### config.mk
export PLATFORM = sky130hd
export DESIGN_NAME = t9990_vram_arbiter_n
export DESIGN_NICKNAME = d
export VERILOG_FILES = /design/src/rtl/t9990_vram_arbiter_n.sv
export SDC_FILE = /design/constraint.sdc
export NUM_CORES = 1
export LEC_CHECK = 0
export CORE_AREA = 2 2 181 183
export CTS_BUF_LIST = sky130_fd_sc_hd__clkbuf_4
export CTS_CLUSTER_SIZE = 16
export DETAILED_ROUTE_END_ITERATION = 16
export DIE_AREA = 0 0 183 185
export HOLD_SLACK_MARGIN = 0.12
export MAX_ROUTING_LAYER = met4
export PLACE_DENSITY = 0.53
export SETUP_SLACK_MARGIN = 0.4
export SLEW_MARGIN = 20
export SYNTH_ARGS = -nofsm -noshare
export SYNTH_HDL_FRONTEND = slang
export SYNTH_SLANG_ARGS = --single-unit
### constraint.sdc
create_clock -name CLK -period 4.3 [get_ports CLK]
set_input_delay 0.645 -clock CLK [delete_from_list [all_inputs] [get_ports CLK]]
set_output_delay 0.645 -clock CLK [all_outputs]
set_load 0.02 [all_outputs]
### src/rtl/t9990_vram_arbiter_n.sv
// VRAM arbiter for tiny9990: fixed-priority real-time clients, round-robin best-effort clients, self-timed refresh.
// Optional starvation promotion for best-effort clients when T9990_ARB_STARVE_EN is defined.
module t9990_vram_arbiter_n #(
  parameter int NUM_CLIENTS      = 6,
  parameter int NUM_RT           = 4,
  parameter int ADDR_W           = 19,
  parameter int DATA_W           = 32,
  parameter int RFSH_INTERVAL    = 64,
  parameter int RFSH_MAX_BACKLOG = 2
) (
  input  logic                          CLK,
  input  logic                          RESET_n,
  input  logic                          SLOT_EN,
  input  logic [NUM_CLIENTS-1:0]        REQ,
  input  logic [NUM_CLIENTS-1:0]        WE,
  input  logic [NUM_CLIENTS*ADDR_W-1:0] ADDR,
  input  logic [NUM_CLIENTS*DATA_W-1:0] DIN,
  input  logic [NUM_CLIENTS*2-1:0]      SIZE,
  output logic [NUM_CLIENTS-1:0]        GNT,
  output logic [NUM_CLIENTS-1:0]        VALID,
  output logic [DATA_W-1:0]             DOUT,
  output logic                          RAM_OE_n,
  output logic                          RAM_WE_n,
  output logic                          RAM_RFSH_n,
  output logic [ADDR_W-1:0]             RAM_ADDR,
  output logic [DATA_W-1:0]             RAM_DIN,
  output logic [1:0]                    RAM_DIN_SIZE,
  input  logic [DATA_W-1:0]             RAM_DOUT,
  input  logic                          RAM_ACK_n,
  output logic                          BUSY
);

  localparam int unsigned NC    = NUM_CLIENTS;
  localparam int unsigned NRT   = NUM_RT;
  localparam int unsigned NBE   = NUM_CLIENTS - NUM_RT;
  localparam int unsigned IDX_W = $clog2(NUM_CLIENTS);
  localparam int unsigned CNT_W = (RFSH_INTERVAL > 1) ? $clog2(RFSH_INTERVAL) : 1;
  localparam int unsigned BL_W  = $clog2(RFSH_MAX_BACKLOG + 2);

  typedef enum logic [1:0] {S_IDLE, S_ACCESS, S_RFSH} state_t;

  state_t state, state_next;

  logic [IDX_W-1:0]  rr_ptr;
  logic [CNT_W-1:0]  slot_cnt;
  logic [BL_W-1:0]   backlog;
  logic [IDX_W-1:0]  cur_idx;
  logic              cur_we;

  logic [ADDR_W-1:0] addr_arr [NC];
  logic [DATA_W-1:0] din_arr  [NC];
  logic [1:0]        size_arr [NC];

  logic              rt_found;
  logic [IDX_W-1:0]  rt_idx;
  logic              be_found;
  logic [IDX_W-1:0]  be_idx;
  logic [IDX_W:0]    cand;
  logic              starve_found;
  logic [IDX_W-1:0]  starve_idx;

  logic              dec_rfsh;
  logic              dec_client;
  logic              dec_rr_upd;
  logic [IDX_W-1:0]  dec_idx;
  logic [IDX_W-1:0]  rr_next;
  logic              slot_fire;
  logic [NC-1:0]     gnt_int;
  logic              tick_wrap;
  logic              rfsh_done;

  always_comb begin
    for (int unsigned i = 0; i < NC; i++) begin
      addr_arr[i] = ADDR[i*ADDR_W +: ADDR_W];
      din_arr[i]  = DIN[i*DATA_W +: DATA_W];
      size_arr[i] = SIZE[i*2 +: 2];
    end
  end

  always_comb begin
    rt_found = 1'b0;
    rt_idx   = '0;
    for (int unsigned i = 0; i < NRT; i++) begin
      if (!rt_found && REQ[i]) begin
        rt_found = 1'b1;
        rt_idx   = IDX_W'(i);
      end
    end
  end

  // Scan best-effort clients starting at rr_ptr, folding indices past the top back to NUM_RT.
  always_comb begin
    be_found = 1'b0;
    be_idx   = '0;
    cand     = '0;
    for (int unsigned k = 0; k < NBE; k++) begin
      cand = {1'b0, rr_ptr} + (IDX_W+1)'(k);
      if (cand >= (IDX_W+1)'(NC)) cand = cand - (IDX_W+1)'(NBE);
      if (!be_found && REQ[cand[IDX_W-1:0]]) begin
        be_found = 1'b1;
        be_idx   = cand[IDX_W-1:0];
      end
    end
  end

`ifdef T9990_ARB_STARVE_EN
  logic [5:0] wait_cnt [NBE];

  always_comb begin
    starve_found = 1'b0;
    starve_idx   = '0;
    for (int unsigned i = 0; i < NBE; i++) begin
      if (!starve_found && REQ[NRT+i] && wait_cnt[i] == 6'd63) begin
        starve_found = 1'b1;
        starve_idx   = IDX_W'(NRT + i);
      end
    end
  end

  always_ff @(posedge CLK or negedge RESET_n) begin
    if (!RESET_n) begin
      for (int unsigned i = 0; i < NBE; i++) wait_cnt[i] <= '0;
    end else begin
      for (int unsigned i = 0; i < NBE; i++) begin
        if (!REQ[NRT+i] || gnt_int[NRT+i]) wait_cnt[i] <= '0;
        else if (SLOT_EN && wait_cnt[i] != 6'd63) wait_cnt[i] <= wait_cnt[i] + 6'd1;
      end
    end
  end
`else
  always_comb begin
    starve_found = 1'b0;
    starve_idx   = '0;
  end
`endif

  always_comb begin
    dec_rfsh   = 1'b0;
    dec_client = 1'b0;
    dec_rr_upd = 1'b0;
    dec_idx    = '0;
    if (backlog >= BL_W'(RFSH_MAX_BACKLOG)) begin
      dec_rfsh = 1'b1;
    end else if (starve_found) begin
      dec_client = 1'b1;
      dec_idx    = starve_idx;
    end else if (rt_found) begin
      dec_client = 1'b1;
      dec_idx    = rt_idx;
    end else if (backlog != '0) begin
      dec_rfsh = 1'b1;
    end else if (be_found) begin
      dec_client = 1'b1;
      dec_rr_upd = 1'b1;
      dec_idx    = be_idx;
    end
  end

  assign rr_next   = (dec_idx == IDX_W'(NC - 1)) ? IDX_W'(NRT) : dec_idx + IDX_W'(1);
  assign slot_fire = (state == S_IDLE) && SLOT_EN;
  assign gnt_int   = (slot_fire && dec_client) ? (NC'(1) << dec_idx) : '0;
  assign GNT       = RESET_n ? gnt_int : '0;
  assign BUSY      = (state != S_IDLE);
  assign tick_wrap = SLOT_EN && (slot_cnt == CNT_W'(RFSH_INTERVAL - 1));
  assign rfsh_done = (state == S_RFSH) && !RAM_ACK_n;

  always_comb begin
    state_next = state;
    case (state)
      S_IDLE: begin
        if (slot_fire && dec_rfsh)        state_next = S_RFSH;
        else if (slot_fire && dec_client) state_next = S_ACCESS;
      end
      S_ACCESS: if (!RAM_ACK_n) state_next = S_IDLE;
      S_RFSH:   if (!RAM_ACK_n) state_next = S_IDLE;
      default:  state_next = S_IDLE;
    endcase
  end

  always_ff @(posedge CLK or negedge RESET_n) begin
    if (!RESET_n) state <= S_IDLE;
    else          state <= state_next;
  end

  // Coincident interval wrap and refresh completion cancel out.
  always_ff @(posedge CLK or negedge RESET_n) begin
    if (!RESET_n) begin
      slot_cnt <= '0;
      backlog  <= '0;
    end else begin
      if (SLOT_EN) slot_cnt <= tick_wrap ? '0 : slot_cnt + CNT_W'(1);
      if (tick_wrap && !rfsh_done) begin
        if (backlog != BL_W'(RFSH_MAX_BACKLOG + 1)) backlog <= backlog + BL_W'(1);
      end else if (rfsh_done && !tick_wrap) begin
        backlog <= backlog - BL_W'(1);
      end
    end
  end

  always_ff @(posedge CLK or negedge RESET_n) begin
    if (!RESET_n) begin
      rr_ptr       <= IDX_W'(NRT);
      cur_idx      <= '0;
      cur_we       <= 1'b0;
      VALID        <= '0;
      DOUT         <= '0;
      RAM_OE_n     <= 1'b1;
      RAM_WE_n     <= 1'b1;
      RAM_RFSH_n   <= 1'b1;
      RAM_ADDR     <= '0;
      RAM_DIN      <= '0;
      RAM_DIN_SIZE <= '0;
    end else begin
      VALID <= '0;
      case (state)
        S_IDLE: begin
          if (slot_fire && dec_rfsh) begin
            RAM_RFSH_n <= 1'b0;
          end else if (slot_fire && dec_client) begin
            cur_idx      <= dec_idx;
            cur_we       <= WE[dec_idx];
            RAM_OE_n     <= WE[dec_idx];
            RAM_WE_n     <= !WE[dec_idx];
            RAM_ADDR     <= addr_arr[dec_idx];
            RAM_DIN      <= din_arr[dec_idx];
            RAM_DIN_SIZE <= size_arr[dec_idx];
            if (dec_rr_upd) rr_ptr <= rr_next;
          end
        end
        S_ACCESS: begin
          if (!RAM_ACK_n) begin
            if (!cur_we) DOUT <= RAM_DOUT;
            VALID    <= NC'(1) << cur_idx;
            RAM_OE_n <= 1'b1;
            RAM_WE_n <= 1'b1;
          end
        end
        S_RFSH: begin
          if (!RAM_ACK_n) RAM_RFSH_n <= 1'b1;
        end
        default: ;
      endcase
    end
  end

endmodule

Word level (Yosys, flattened, before mapping)
Index checks and enable logic that the tools add are counted.
{"block": "classes", "n_addsub": 7, "order_cmp": 7, "n_eq_ne": 13, "shift": 2, "muxes": 63, "bitwise": 4, "n_reduce_logical": 33}
{"cell": "$bmux 32 s3", "count": 1}
{"cell": "$mux 32", "count": 2}
{"cell": "$bmux 19 s3", "count": 1}
{"cell": "$mux 19", "count": 2}
{"cell": "$mux 3", "count": 11}
{"cell": "$mux 6", "count": 5}
{"cell": "$mux 1", "count": 25}
{"cell": "$mux 2", "count": 8}
{"cell": "$lt 3x4->1 const B", "count": 3}
{"cell": "$shl 1x3->6 const A", "count": 2}
{"cell": "$logic_and 1x1->1", "count": 11}
{"cell": "$ne 2x2->1 const B", "count": 5}
{"cell": "$reduce_bool 2->1", "count": 5}
{"cell": "$bmux 1 s3", "count": 3}
{"cell": "$reduce_and 3->1", "count": 3}
{"cell": "$logic_not 1->1", "count": 8}
{"cell": "$reduce_and 4->1", "count": 2}
{"cell": "$add 6x1->6 const B", "count": 1}
{"cell": "$bmux 2 s3", "count": 1}
{"cell": "$eq 6x6->1 const B", "count": 1}
{"cell": "$ne 2x1->1 const B", "count": 3}
{"cell": "$pmux 1 s2", "count": 3}
{"cell": "$sub 3x2->3 const B", "count": 2}
{"cell": "$add 3x1->4 const B", "count": 1}
{"cell": "other kinds (17)", "count": 20}
{"block": "totals", "register_bits": 111, "in_bits": 366, "out_inout_bits": 101, "word_cells": 143}

Logic depth before layout (Yosys ltp)
Gate-level depths: netlist of the first run.
{"block": "logic_depth", "depth_word": 18, "ltp_mapped": 16, "ltp_nobuf": 12}

Worst setup path after synthesis of the first run
No wires, ideal clock.
{"block": "synth_timing", "path_kind": "register to output", "start": "reg rr_ptr[0]", "end": "out GNT[4]", "arrival_time_ns": 2.891, "required_time_ns": 3.655, "setup_slack_ns": 0.764, "path_stages_with_launch": 14, "n_path_buf": 3, "cell_sequence": "dfrtp_1 -> buf_2 -> buf_4 -> inv_2 -> ha_1 -> a21oi_2 -> xnor2_2 -> mux2_2 -> nor3_2 -> o31ai_1 -> nand2_1 -> clkbuf_1 -> nand2_1 -> nor2_1"}
{"block": "synth_between", "elab_chain_cells": 15, "elab_cells_between_ends": 29, "cone_classes": "add/sub: 3; order compare: 2; shift: 1; mux: 20; reduce/logical: 3"}
{"element": "from (decl)", "line": "44", "source": "logic [IDX_W-1:0] rr_ptr;"}
{"element": "from (signal assigned)", "line": "202", "source": "rr_ptr <= IDX_W'(NRT);"}
{"element": "from (signal assigned)", "line": "227", "source": "if (dec_rr_upd) rr_ptr <= rr_next;"}
{"element": "branches (longest 13 deep; another with $add 3x1->4)"}
{"element": "$mux 6 (*)", "line": "161", "source": "assign gnt_int = (slot_fire && dec_client) ? (NC'(1) << dec_idx) : '0;"}
{"element": "$mux 6 (*)", "line": "162", "source": "assign GNT = RESET_n ? gnt_int : '0;"}
{"element": "to (decl)", "line": "19", "source": "output logic [NUM_CLIENTS-1:0] GNT,"}
Every way passes the cells marked *. The select of a mux whose other input is x is not followed.

Final worst setup path of the first run
{"block": "layout_timing", "start": "reg rr_ptr[1]", "end": "out GNT[4]"}
The elaborated chain is that of the path after synthesis.

==> impl_metrics.py, run 1 <==
metrics = {
    "synth": {
        "syn-instance-count": 714,
        "synth-edff-count": 0,
        "synth.ff_latch_count": 111,
        "synth_fp_nets": 1089,
        "avgSynthCellArea_um2": 9.337,
        "synth_ff_type": "dfrtp_1",
        "synthDistinctLibCells": 61,
        "yosys_warnings": 0,
        "synth_area_mm2": 0.006666,
        "yosysTopAreaCellShare": 0.4017,
        "seq_area_frac_synth": 0.4174,
        "async_flop_share": 1.000,
        "synth_area_leader_cell": "dfrtp_1",
        "synthTopCellsByArea": "dfrtp_1, a221oi_1, nand2_1",
    },
    "worst_setup_path": {
        "reg2reg_depth": 12,
        "crit_type": "reg -> out",
        "rr_startpoint": "rr_ptr[0]",
        "cp_max_fo": 12,
        "crit_path_end_kind": "primary output",
        "worstPathRequired_ns": 3.65,
        "timing.rr.end": "RAM_ADDR[13]",
        "arrival_ns": 3.11,
        "start_kind": "register",
        "reg2reg_slack_ns": 0.71,
    },
    "job": {
        "max_cap_violations": 0,
    },
    "sta": {
        "max_freq_mhz": 266.0,
        "hold_viol": 0,
        "slew_viol_final": 0,
        "fin_crit_ns": 3.759,
        "setup_viol": 0,
        "rsz0062_at_grt": "true",
        "slew_headroom": 0.4507,
        "fin_ws_ns": 0.5410,
        "setup_tns_ns": 0,
        "post-route-period-util": 0.8742,
        "finalClockSkew_ns": 0.03670,
        "tightestPinTransition_ns": 0.8240,
    },
    "cts": {
        "cts_tree": "done",
        "cts_sinks": 111,
        "ctsHoldBuffers": 0,
        "numCtsBuffers": 9,
        "cts-htree-levels": 3,
        "cts_buffer_depth": 2,
        "worstSkewPairLatency_ns": 0.51,
        "cts_root_buffer": "clkbuf_4",
        "path_clk_slew_ns": 0.22,
    },
    "route": {
        "drc": 0,
        "drt_iter0_drc": 542,
        "drtAntennaViolNets": 0,
        "wl_per_cell_um": 21.74,
        "firstDrtPassIters": 5,
        "drt-total-wl_um": 34260,
        "viasPerCell": 4.975,
        "via_count": 7840,
    },
    "power": {
        "power_density_mw_per_mm2": 466.0,
        "finalPower_uw": 5625,
        "seqPwrFrac": 0.325,
        "power_frac_comb": 0.566,
        "p_sw_frac": 0.4010,
        "leakagePower_uw": 0.004692,
        "netSwitchingPower_uw": 2256,
        "intPower_uw": 3369,
        "peakVddDrop_uv": 173.3,
        "clockPowerShare": 0.110,
    },
    "placed_design": {
        "io_buffers": 466,
        "placed_cells": 1553,
        "dpl.hpwl_um": 26970,
        "place_ws_ns": 0.2198,
        "finalWeightedCongestion": 0.8708,
    },
    "final_layout": {
        "stdcell_count": 1576,
        "drive_gt1_frac": 0.1105,
        "nNetsFinal": 1537,
        "area_delta_synth_final_pct": 81.08,
    },
    "grt": {
        "grt_util_met2": 0.3403,
        "gr-total-overflow": 0,
        "grt_max_degree": 59,
        "grtUsageMet3": 0.03696,
        "grt_use_total": 0.1970,
        "grt_pass1_wl_um": 48470,
        "antenna_found_initial": 2,
        "grt_use_met1": 0.2397,
        "grt_pass1_vias": 7634,
        "grt.busiest_layer": "met2",
    },
    "floorplanning": {
        "coreArea_mm2": 0.03204,
        "ios": 467,
        "row_count": 66,
        "die-area_mm2": 0.03386,
        "start_util": 0.2081,
        "fp.dieW_um": 183,
        "die_h_um": 185,
    },
    "outcome": {
        "status": "complete, no violations",
    },
    "min_path": {
        "hp-class": "in -> async",
    },
}
synth_stat cells (3+ instances only):
master and n:
a221oi_1 66, xnor2_1 4, mux2i_1 6, nor2_1 34, or3_1 3, nor2b_1 3
o31ai_1 3, dfstp_2 4, o21ai_1 36, o21ai_0 9, nand4_1 5, a222oi_1 36
inv_1 7, nand3_1 3, o211ai_1 17, a21oi_1 53, nand2_1 118, buf_2 9
ha_1 9, a21o_1 3, nand2b_1 5, clkbuf_1 43, nor3_1 8, and2_1 29
mux2_2 39, dfrtp_1 107, and3_1 3, buf_6 8
area by class of cell:
type,count,area [um2]
Antenna cell,1,2.502
Clock buffer,9,67.56
Clock inverter,7,92.59
Fill cell,3306,19970
Inverter,9,33.78
Multi-Input combinational cell,532,3660
Sequential cell,111,2784
Tap cell,408,510.5
Timing Repair Buffer,499,4921
critical path, stage by stage (launching register included):
cell,delay (ns)
dfrtp_2,0.50
buf_12,0.15
ha_4,0.17
xnor2_2,0.15
o21a_1,0.21
o32ai_4,0.40
or3_1,0.19
and3b_1,0.21
buf_6,0.17
nand2_1,0.09
nor2_1,0.11
clkdlybuf4s15_2,0.28
timing repair:
item	4_1_cts	5_1_grt
buffers inserted	2	4
endpoints found under the setup margin	6	6
resized for setup	25	20
pin swaps	2	4
stage by stage:
step                hold slack [ns]  cell area (um2)  utilization
floorplan                    0.3494             6666            -
global placement             0.4674            11770       0.3675
detailed placement           0.4637            11770       0.3675
CTS                          0.1449            11980       0.3740
global route                 0.1497            12070       0.3768
finish                       0.1870            12070       0.3768
placed cells by master (no fill, tap or decap), types with 4 or more instances in the layout:
cell type and n:
dfrtp_1 106, nand2_1 118, inv_1 6, ha_1 6, clkdlybuf4s50_1 459, o211ai_1 17
o21ai_0 9, a221oi_1 66, nor3_1 8, and2_1 28, mux2_2 39, clkinv_4 4
nand4_1 5, o21ai_1 34, clkbuf_4 9, nand2b_1 5, mux2i_1 6, a222oi_1 36
buf_4 31, nor2_1 32, dfstp_2 4, a21oi_1 53
sequential cells by signal, indices dropped and copies added, names as in the netlist:
signal	count
DOUT	32
RAM_DIN	32
RAM_ADDR	19
VALID	6
slot_cnt	6
cur_idx	3
rr_ptr	3
RAM_DIN_SIZE	2
backlog	2
state	2
RAM_OE_n	1
RAM_RFSH_n	1
RAM_WE_n	1
cur_we	1
power by group through the flow:
stage | registers, uW | clock network (uW) | logic (uW)
after floorplan | 2310 | 0 | 1080
after global placement | 1830 | 0 | 3170
after detailed placement | 1850 | 0 | 3180
after CTS | 1820 | 647 | 3200
after global routing | 1890 | 693 | 3400
final | 1830 | 618 | 3180
cell families after synthesis:
| logic type | count (synthesis) | synth area share |
|---|---|---|
| flip-flops | 111 | 0.4174 |
| XOR/XNOR | 7 | 0.01032 |
| buffers and inverters | 71 | 0.05180 |
| multiplexers | 45 | 0.07489 |
| AO/OA/AOI/OAI | 246 | 0.2723 |
| AND/OR/NAND/NOR | 225 | 0.1563 |
| adder cells (fa/ha/maj) | 9 | 0.01689 |
per-layer routing:
layer  vias up  wire length (um)
li1       3623                 -
met1      3815             14170
met2       378             17290
met4         0               450
met5         -                 0
met3        24              2352
worst max path at each step:
stage	from	to	slack [ns]	cells after the start
3_3_place_gp	REQ[1]	GNT[5]	0.28	10
3_5_place_dp	REQ[1]	GNT[5]	0.22	10
5_1_grt	rr_ptr[1]	GNT[2]	0.32	10
6_report	rr_ptr[1]	GNT[4]	0.54	11
2_1_floorplan	rr_ptr[0]	GNT[4]	0.76	13
4_1_cts	rr_ptr[0]	GNT[2]	0.41	10
No activity file was read; power rests on OpenSTA's default activity.
==> run 2: changes to the inputs <==
--- a/config.mk
+++ b/config.mk
@@ -6,7 +6,7 @@
 export NUM_CORES = 1
 export LEC_CHECK = 0
 export CORE_AREA = 2 2 181 183
-export CTS_BUF_LIST = sky130_fd_sc_hd__clkbuf_4
+export CTS_BUF_LIST = sky130_fd_sc_hd__clkbuf_8
 export CTS_CLUSTER_SIZE = 16
 export DETAILED_ROUTE_END_ITERATION = 16
 export DIE_AREA = 0 0 183 185
==> run 2 against run 1 <==
- sequential power about the same
- final cell count shrank 0.25%
- maximum frequency rose by 1.0%
- core utilization hardly changed
- design area about the same
- routed wire length about the same
- clock-buffer cell count stayed put
- sequential share of layout area is essentially flat
- worst setup slack gained 0.038 ns
==> impl_metrics.py, run 2 (synthesized netlist as in run 1, its figures left out) <==
metrics = {
    "power": {
        "finalPower_uw": 5725,
        "peakVddDrop_uv": 188.7,
        "leakagePower_uw": 0.004717,
        "power_density_mw_per_mm2": 474.2,
    },
    "cts": {
        "ctsHoldBuffers": 0,
        "cts-htree-levels": 3,
        "cts_buffer_depth": 2,
        "cts_sinks": 111,
        "cts_root_buffer": "clkbuf_8",
        "numCtsBuffers": 9,
        "path_clk_slew_ns": 0.12,
        "worstSkewPairLatency_ns": 0.40,
        "cts_tree": "done",
    },
    "final_layout": {
        "final_cell_mix": "clkdlybuf4s50_1, nand2_1, dfrtp_1, a221oi_1, a21oi_1",
        "final_common_cell": "clkdlybuf4s50_1",
        "nNetsFinal": 1534,
        "multi_input_area_mm2": 0.003635,
        "top_regs": "DOUT (32), RAM_DIN (32), RAM_ADDR (19)",
        "stdcell_count": 1572,
        "drive_gt1_frac": 0.1022,
        "seqCellArea_mm2": 0.002784,
        "diodes": 0,
        "area_delta_synth_final_pct": 81.10,
        "fin_util": 0.3768,
        "fillers": 3293,
    },
    "grt": {
        "grt_use_total": 0.1966,
        "grt_max_degree": 59,
        "grt_pass1_vias": 7630,
        "antenna_found_initial": 1,
        "gr-total-overflow": 0,
        "grt_pass1_wl_um": 48430,
    },
    "worst_setup_path": {
        "crit_path_end_kind": "primary output",
        "reg2reg_depth": 11,
        "crit_type": "reg -> out",
        "start_kind": "register",
        "cp_max_fo": 16,
        "arrival_ns": 3.08,
        "worstPathRequired_ns": 3.65,
    },
    "sta": {
        "max_freq_mhz": 268.8,
        "rsz0062_at_grt": "false",
        "setup_tns_ns": 0,
        "slew_viol_final": 0,
        "hold_viol": 0,
        "setup_viol": 0,
        "tightestPinTransition_ns": 0.8046,
        "fin_crit_ns": 3.721,
        "finalClockSkew_ns": 0.02144,
        "slew_headroom": 0.4619,
        "post-route-period-util": 0.8653,
    },
    "floorplanning": {
        "row_count": 66,
        "coreArea_mm2": 0.03204,
        "start_util": 0.2081,
        "ios": 467,
        "die_h_um": 185,
        "fp.dieW_um": 183,
        "die-area_mm2": 0.03386,
    },
    "route": {
        "viasPerCell": 4.954,
        "drtAntennaViolNets": 0,
        "via_count": 7787,
        "wl_per_cell_um": 21.77,
        "drt-total-wl_um": 34230,
        "drc": 0,
        "firstDrtPassIters": 5,
        "drt_iter0_drc": 490,
    },
    "min_path": {
        "hp-class": "in -> async",
    },
    "placed_design": {
        "io_buffers": 466,
        "dpl.hpwl_um": 26970,
        "finalWeightedCongestion": 0.8708,
        "placed_cells": 1553,
    },
    "outcome": {
        "status": "complete, no violations",
    },
    "job": {
        "max_cap_violations": 0,
    },
}
## run 2: per-layer routing
layer,GRT usage,share of wire,vias up,wire length (um)
li1,-,-,3616,-
met4,0.04320,0.014,0,495
met3,0.03716,0.067,25,2277
met1,0.2393,0.42,3790,14250
met2,0.3391,0.50,356,17210
met5,-,0,-,0
## run 2: worst paths after layout
kind	end	slack (ns)	from
worst min register to register	slot_cnt[4]	0.50	slot_cnt[4]
worst min-delay path	DOUT[26]	0.30	RESET_n
worst max register to register	RAM_ADDR[7]	0.72	rr_ptr[1]
max in group asynchronous	RAM_ADDR[18]	2.86	RESET_n
worst max-delay path	GNT[4]	0.58	rr_ptr[0]
min in group CLK	slot_cnt[4]	0.50	slot_cnt[4]
## run 2: worst max-delay path, stage by stage (launching register included)
cell and delay (ns):
dfrtp_1 0.43, buf_6 0.17, ha_2 0.22, xnor2_2 0.16
o21a_1 0.21, o32ai_4 0.32, or3_1 0.19, and3b_1 0.19
buf_4 0.21, nand2_1 0.10, nor2_1 0.10, dlygate4sd2_1 0.37
## run 2: timing repair
action / CTS / global route
resized for setup: 13 / 16
setup buffers: 1 / 2
endpoints found under the setup margin: 6 / 6
endpoints found under the hold margin: 0 / 0
pin swaps: 1 / 1
## run 2: through the flow
step / instance area [um2] / hold WS (ns) / worst slack [ns]
finish: 12070 / 0.3016 / 0.5792
global route: 12070 / 0.3049 / 0.3994
CTS: 12000 / 0.2898 / 0.3465
detailed placement: 11770 / 0.4637 / 0.2198
global placement: 11770 / 0.4674 / 0.2806
floorplan: 6666 / 0.3494 / 0.7643
## run 2: layout make-up
class,instances,share of cell area
multi-input combinational,532,0.3011
sequential,111,0.2306
timing repair buffer,496,0.4053
inverter,9,0.002798
clock buffer,9,0.01026
tap,408,0.04228
clock inverter,7,0.007669
## run 2: power breakdown
group          internal [uW]  switching [uW]
clock network            284             439
registers               1530             303
logic                   1650            1520
==> run 3: changes to the inputs <==
--- a/config.mk
+++ b/config.mk
@@ -7,6 +7,7 @@
 export LEC_CHECK = 0
 export CORE_AREA = 2 2 181 183
 export CTS_BUF_LIST = sky130_fd_sc_hd__clkbuf_8
+export CTS_CLUSTER_DIAMETER = 40
 export CTS_CLUSTER_SIZE = 16
 export DETAILED_ROUTE_END_ITERATION = 16
 export DIE_AREA = 0 0 183 185
==> results of run 3 <==
No change in the layout: final DEF, timing and power equal those of run 2.
==> RTL change 1, RTL diff (flow settings as in run 1) <==
Set the parameter `NUM_CLIENTS` to 7 (it was 6).
--- a/src/rtl/t9990_vram_arbiter_n.sv
+++ b/src/rtl/t9990_vram_arbiter_n.sv
@@ -1,7 +1,7 @@
 // VRAM arbiter for tiny9990: fixed-priority real-time clients, round-robin best-effort clients, self-timed refresh.
 // Optional starvation promotion for best-effort clients when T9990_ARB_STARVE_EN is defined.
 module t9990_vram_arbiter_n #(
-  parameter int NUM_CLIENTS      = 6,
+  parameter int NUM_CLIENTS      = 7,
   parameter int NUM_RT           = 4,
   parameter int ADDR_W           = 19,
   parameter int DATA_W           = 32,
Ports: changed (7 resized); port bits go from 467 to 524. No check against the original RTL was run, so the function may have changed too.
==> RTL change 1 against run 1 <==
Synthesized area is 24% higher; wire length is 27% higher; worst hold slack better by 310 ps; maximum frequency is 9.6% lower; sequential cell count is 1 higher; worst setup slack worse by 400 ps; total power is 1.5% higher; critical path type unchanged; via count is 18% higher; clock power hardly changed; largest cell class unchanged; design area is 31% higher.
==> RTL change 1: results (changes against run 1) <==
Outcome - complete, no violations (unchanged)
Max frequency - 0.2406 GHz (was 0.2660 GHz)
Setup WS pre-CTS - -86.64 ps (was 219.8 ps)
GPL Wtd Cong - 0.8570 (was 0.8708)
Critical-path top delay cell - fa_2 (was dfrtp_2)
Reg-to-reg slack, setup - 190 ps (was 710 ps)
Reg2reg end - RAM_WE_n$_DFFE_PN1P_ (was RAM_ADDR[13]$_DFFE_PN0P_)
Filler cells - 3,041 (was 3,306)
Worst hold path class - reg2reg (was in2async)
Synth cell types - 64 (was 61)
Routed wire length - 43,360 microns (was 34,260 microns)
Vias in the first global route - 9,426 (was 7,634)
Maximum vdd drop - 0.2159 mV (was 0.1733 mV)
Hpwl dp - 32,860 microns (was 26,970 microns)
R2R depth - 17 (was 12)
Pleak - 0.006148 uW (was 0.004692 uW)
Worst hold slack - 492.1 ps (was 187.0 ps)
Post-synth net total - 1,263 (was 1,089)
Worst path max stage delay - 610 ps (was 500 ps)
Initial DRC count - 436 (was 542)
End of the critical path - GNT[2] (was GNT[4])
Worst EP arrival - 3510 ps (was 3110 ps)
Number of vias per cell - 5.084 (was 4.975)
Top_reg_cell synth - dfrtp_1 (unchanged)
Layout cells sized above 1 - 31.57% (was 11.05%)
Final #Nets - 1,823 (was 1,537)
Top cells by area, synth - dfrtp_1, mux2_2, a22oi_1 (was dfrtp_1, a221oi_1, nand2_1)
Worst R2R Start - rr_ptr[1]$_DFFE_PN0P_ (was rr_ptr[0]$_DFFE_PN0P_)
Initial antenna violation count - 8 (was 2)
Hold Crit Depth - 1
Sequential share of power - 31.0% (was 32.5%)
Max FO, Critical Path - 3 (was 12)
PortBufs - 523 (was 466)
Sequential area share after synthesis - 34.07% (was 41.74%)
Worst-Skew Late Latency - 540 ps (was 510 ps)
Worst Skew - 39.57 ps (was 36.70 ps)
First-pass GRT wire length - 61,070 microns (was 48,470 microns)
Global Route Usage Sum - 25.28% (was 19.70%)
Top cells by instance count after synthesis - mux2_2, dfrtp_1, a22oi_1 (was nand2_1, dfrtp_1, a221oi_1)
Hold Path Origin - slot_cnt[5]$_DFFE_PN0P_
Switch share - 40.80% (was 40.10%)
Delay-heaviest family, CP - adder cells (was compound AO/OA/AOI/OAI gates)
Largest net degree at the start of global routing - 71 (was 59)
Actual slew at the worst max-slew pin - 593.5 ps (was 824.0 ps)
## RTL change 1: layout make-up
type                    instances  area share, %
diodes                          8         0.1266
multi-input cells             636          36.65
clock buffers                   9         0.4272
clock inverters                 7         0.5933
repair buffers                618          40.86
flip-flops and latches        112          17.76
inverters                      15         0.3560
well taps                     408          3.228
## RTL change 1: power groups by stage
stage / combinational [uW] / sequential [uW] / clock [uW]
after CTS: 3280 / 1770 / 646
after detailed placement: 3070 / 1800 / 0
after global routing: 3520 / 1840 / 690
after global placement: 3060 / 1780 / 0
after floorplan: 953 / 2240 / 0
final: 3320 / 1770 / 620
## RTL change 1: what timing repair did
action                                  CTS  global route
endpoints found under the setup margin   63            63
pin swaps                                67            61
hold buffers                              1             0
hold endpoints to repair                 41             0
gates cloned                             11             2
setup buffers                            25             6
gates resized for setup                 146            71
## RTL change 1: cells by family after synthesis
kind of cell | synth area share, %
compound gates | 22.09
xor+xnor | 0.6377
fa+ha+maj | 1.610
buf+inv | 4.343
flops | 34.07
mux | 27.68
simple gates | 9.566
## RTL change 1: through the flow
stage                     setup TNS [ps]  area, sq um  std cells  util (%)
after global placement            -24.34        14230       1743     44.41
after floorplan                        0         8298        832         -
after global routing              -485.4        15820       1813     49.36
after CTS                              0        15360       1796     47.94
final                                  0        15820       1813     49.36
after detailed placement          -130.6        14230       1743     44.41
## RTL change 1: metal layers
metal  GRT usage [%]  wire length, microns
met5               -                     0
met4           6.720                  1106
met3           6.017                  2973
met2           44.09                 22330
met1           29.17                 16940
==> RTL change 2, RTL diff (flow settings as in run 1) <==
Made on the original files. The 3 states of `state_t` get a one-hot encoding in 3 bits.
--- a/src/rtl/t9990_vram_arbiter_n.sv
+++ b/src/rtl/t9990_vram_arbiter_n.sv
@@ -37,7 +37,7 @@
   localparam int unsigned CNT_W = (RFSH_INTERVAL > 1) ? $clog2(RFSH_INTERVAL) : 1;
   localparam int unsigned BL_W  = $clog2(RFSH_MAX_BACKLOG + 2);
 
-  typedef enum logic [1:0] {S_IDLE, S_ACCESS, S_RFSH} state_t;
+  typedef enum logic [2:0] {S_IDLE = 3'b001, S_ACCESS = 3'b010, S_RFSH = 3'b100} state_t;
 
   state_t state, state_next;
 
Formal check against the unedited RTL: same outputs for any inputs over 4 cycles, from zero or initial values and one cycle with RESET_n low; so few cycles prove little.
==> RTL change 2 against run 1 <==
First-iteration DRC count down 1.7%; total power is 18% lower; critical endpoint is now GNT[3]; synthesized area increased by 11%; sequential power fell by 9%; sequential cell count grew 1; wire length up 4.8%; design area is 5.6% higher; count of clock-buffer cells in the layout did not move; non-clock buffer count is 2 higher; global-route usage is 0.86 points higher; worst setup slack improved by 47 ps; core utilization increased by 2.1 points; die area stayed put; combinational power is 25% lower.
==> RTL change 2: results (changes against run 1) <==
Delay-heaviest family, CP - simple AND/OR/NAND/NOR gates (was compound AO/OA/AOI/OAI gates)
Setup WS pre-CTS - 166.2 ps (was 219.8 ps)
Adder-Cell Fraction of Synth Area - 1.013% (was 1.689%)
YS warnings - 0 (unchanged)
Psw - 1747 uW (was 2256 uW)
Vias in the first global route - 8,050 (was 7,634)
Power Internal - 2882 uW (was 3369 uW)
Layout cells sized above 1 - 9.770% (was 11.05%)
Outcome - complete, no violations (unchanged)
Global Route Usage Sum - 20.55% (was 19.70%)
Worst path max stage delay - 580 ps (was 500 ps)
Reg-to-reg slack, setup - 880 ps (was 710 ps)
End of the critical path - GNT[3] (was GNT[4])
Compound-gate portion of the synthesized area - 26.06% (was 27.23%)
Met3 usage - 3.834% (was 3.696%)
R2R depth - 10 (was 12)
Filler cells - 3,210 (was 3,306)
Actual slew at the worst max-slew pin - 934.1 ps (was 824.0 ps)
Cells after synthesis - 811 (was 714)
Synth cell types - 53 (was 61)
Top cells by instance count after synthesis - nand2_1, dfrtp_1, a21oi_1 (was nand2_1, dfrtp_1, a221oi_1)
First-pass GRT wire length - 51,020 microns (was 48,470 microns)
Regs by FF count - DOUT x32, RAM_DIN x32, RAM_ADDR x19 (unchanged)
Post-synth net total - 1,183 (was 1,089)
Worst EP arrival - 3070 ps (was 3110 ps)
Met2 global-route usage - 35.00% (was 34.03%)
Maximum vdd drop - 0.1881 mV (was 0.1733 mV)
Worst Skew - 40.81 ps (was 36.70 ps)
Worst-Skew Late Latency - 510 ps (about the same)
Max FO, Critical Path - 4 (was 12)
H-tree levels - 3 (unchanged)
Xor-xnor portion of the synthesized cell area - 0.5907% (was 1.032%)
Top cells by area, synth - dfrtp_1, mux2i_1, nand2_1 (was dfrtp_1, a221oi_1, nand2_1)
Post-synthesis mux area share - 14.09% (was 7.489%)
Pleak - 0.005449 uW (was 0.004692 uW)
Clk slew on worst S/H paths - 240 ps (was 220 ps)
GPL Wtd Cong - 0.8669 (was 0.8708)
Met1 Use GR - 25.58% (was 23.97%)
Sequential cell area - 2810 sq um (was 2784 sq um)
Worst R2R Start - rr_ptr[2]$_DFFE_PN1P_ (was rr_ptr[0]$_DFFE_PN0P_)
Post-route worst setup slack - 587.9 ps (was 541.0 ps)
Dpl cells - 1,641 (was 1,553)
Initial DRC count - 533 (was 542)
Cell Count, Final, Fillers Out - 1,669 (was 1,576)
Comb group - 2380 uW (was 3180 uW)
Worst hold slack - 268.9 ps (was 187.0 ps)
Critical-path top delay cell - dfstp_2 (was dfrtp_2)
Hpwl dp - 26,940 microns (was 26,970 microns)
Placed Area - 12,490 sq um (was 11,770 sq um)
Largest net degree at the start of global routing - 65 (was 59)
Routed wire length - 35,900 microns (was 34,260 microns)
WP depth - 10 (was 11)
Sequential area share after synthesis - 37.89% (was 41.74%)
Power Clock - 589 uW (was 618 uW)
DR DRC count - 0 (unchanged)
Initial antenna violation count - 1 (was 2)
Reg2reg end - RAM_ADDR[2]$_DFFE_PN0P_ (was RAM_ADDR[13]$_DFFE_PN0P_)
Number of vias per cell - 4.932 (was 4.975)
-- RTL change 2: cell types whose count changed after synthesis, sizes merged, moves of 11 or more --
cell	delta
o211ai	-13
a22o	+48
a211o	+52
mux2i	+59
a211oi	+53
nand3	+52
nor2	-11
a222oi	-36
a21oi	+13
a221oi	-65
buf	+13
and2	-26
o21ai	-31
-- RTL change 2: final cells by class --
| cell class | instances | share of cell area (%) |
|---|---|---|
| clock inverter | 7 | 0.6284 |
| sequential | 112 | 22.05 |
| antenna | 2 | 0.03928 |
| inverter | 6 | 0.1767 |
| timing repair buffer | 501 | 38.77 |
| clock buffer | 9 | 0.5302 |
| multi-input combinational | 624 | 33.80 |
| tap | 408 | 4.006 |
-- RTL change 2: metal layers --
layer / wire length (microns) / up-vias
li1: - / 3920
met1: 15390 / 3998
met2: 18000 / 295
met3: 2070 / 19
met4: 444 / 0
met5: 0 / -
-- RTL change 2: timing repair --
item	4_1_cts	5_1_grt
pin swaps	2	3
buffers inserted	7	3
gates resized for setup	18	16
setup endpoints to repair	6	6
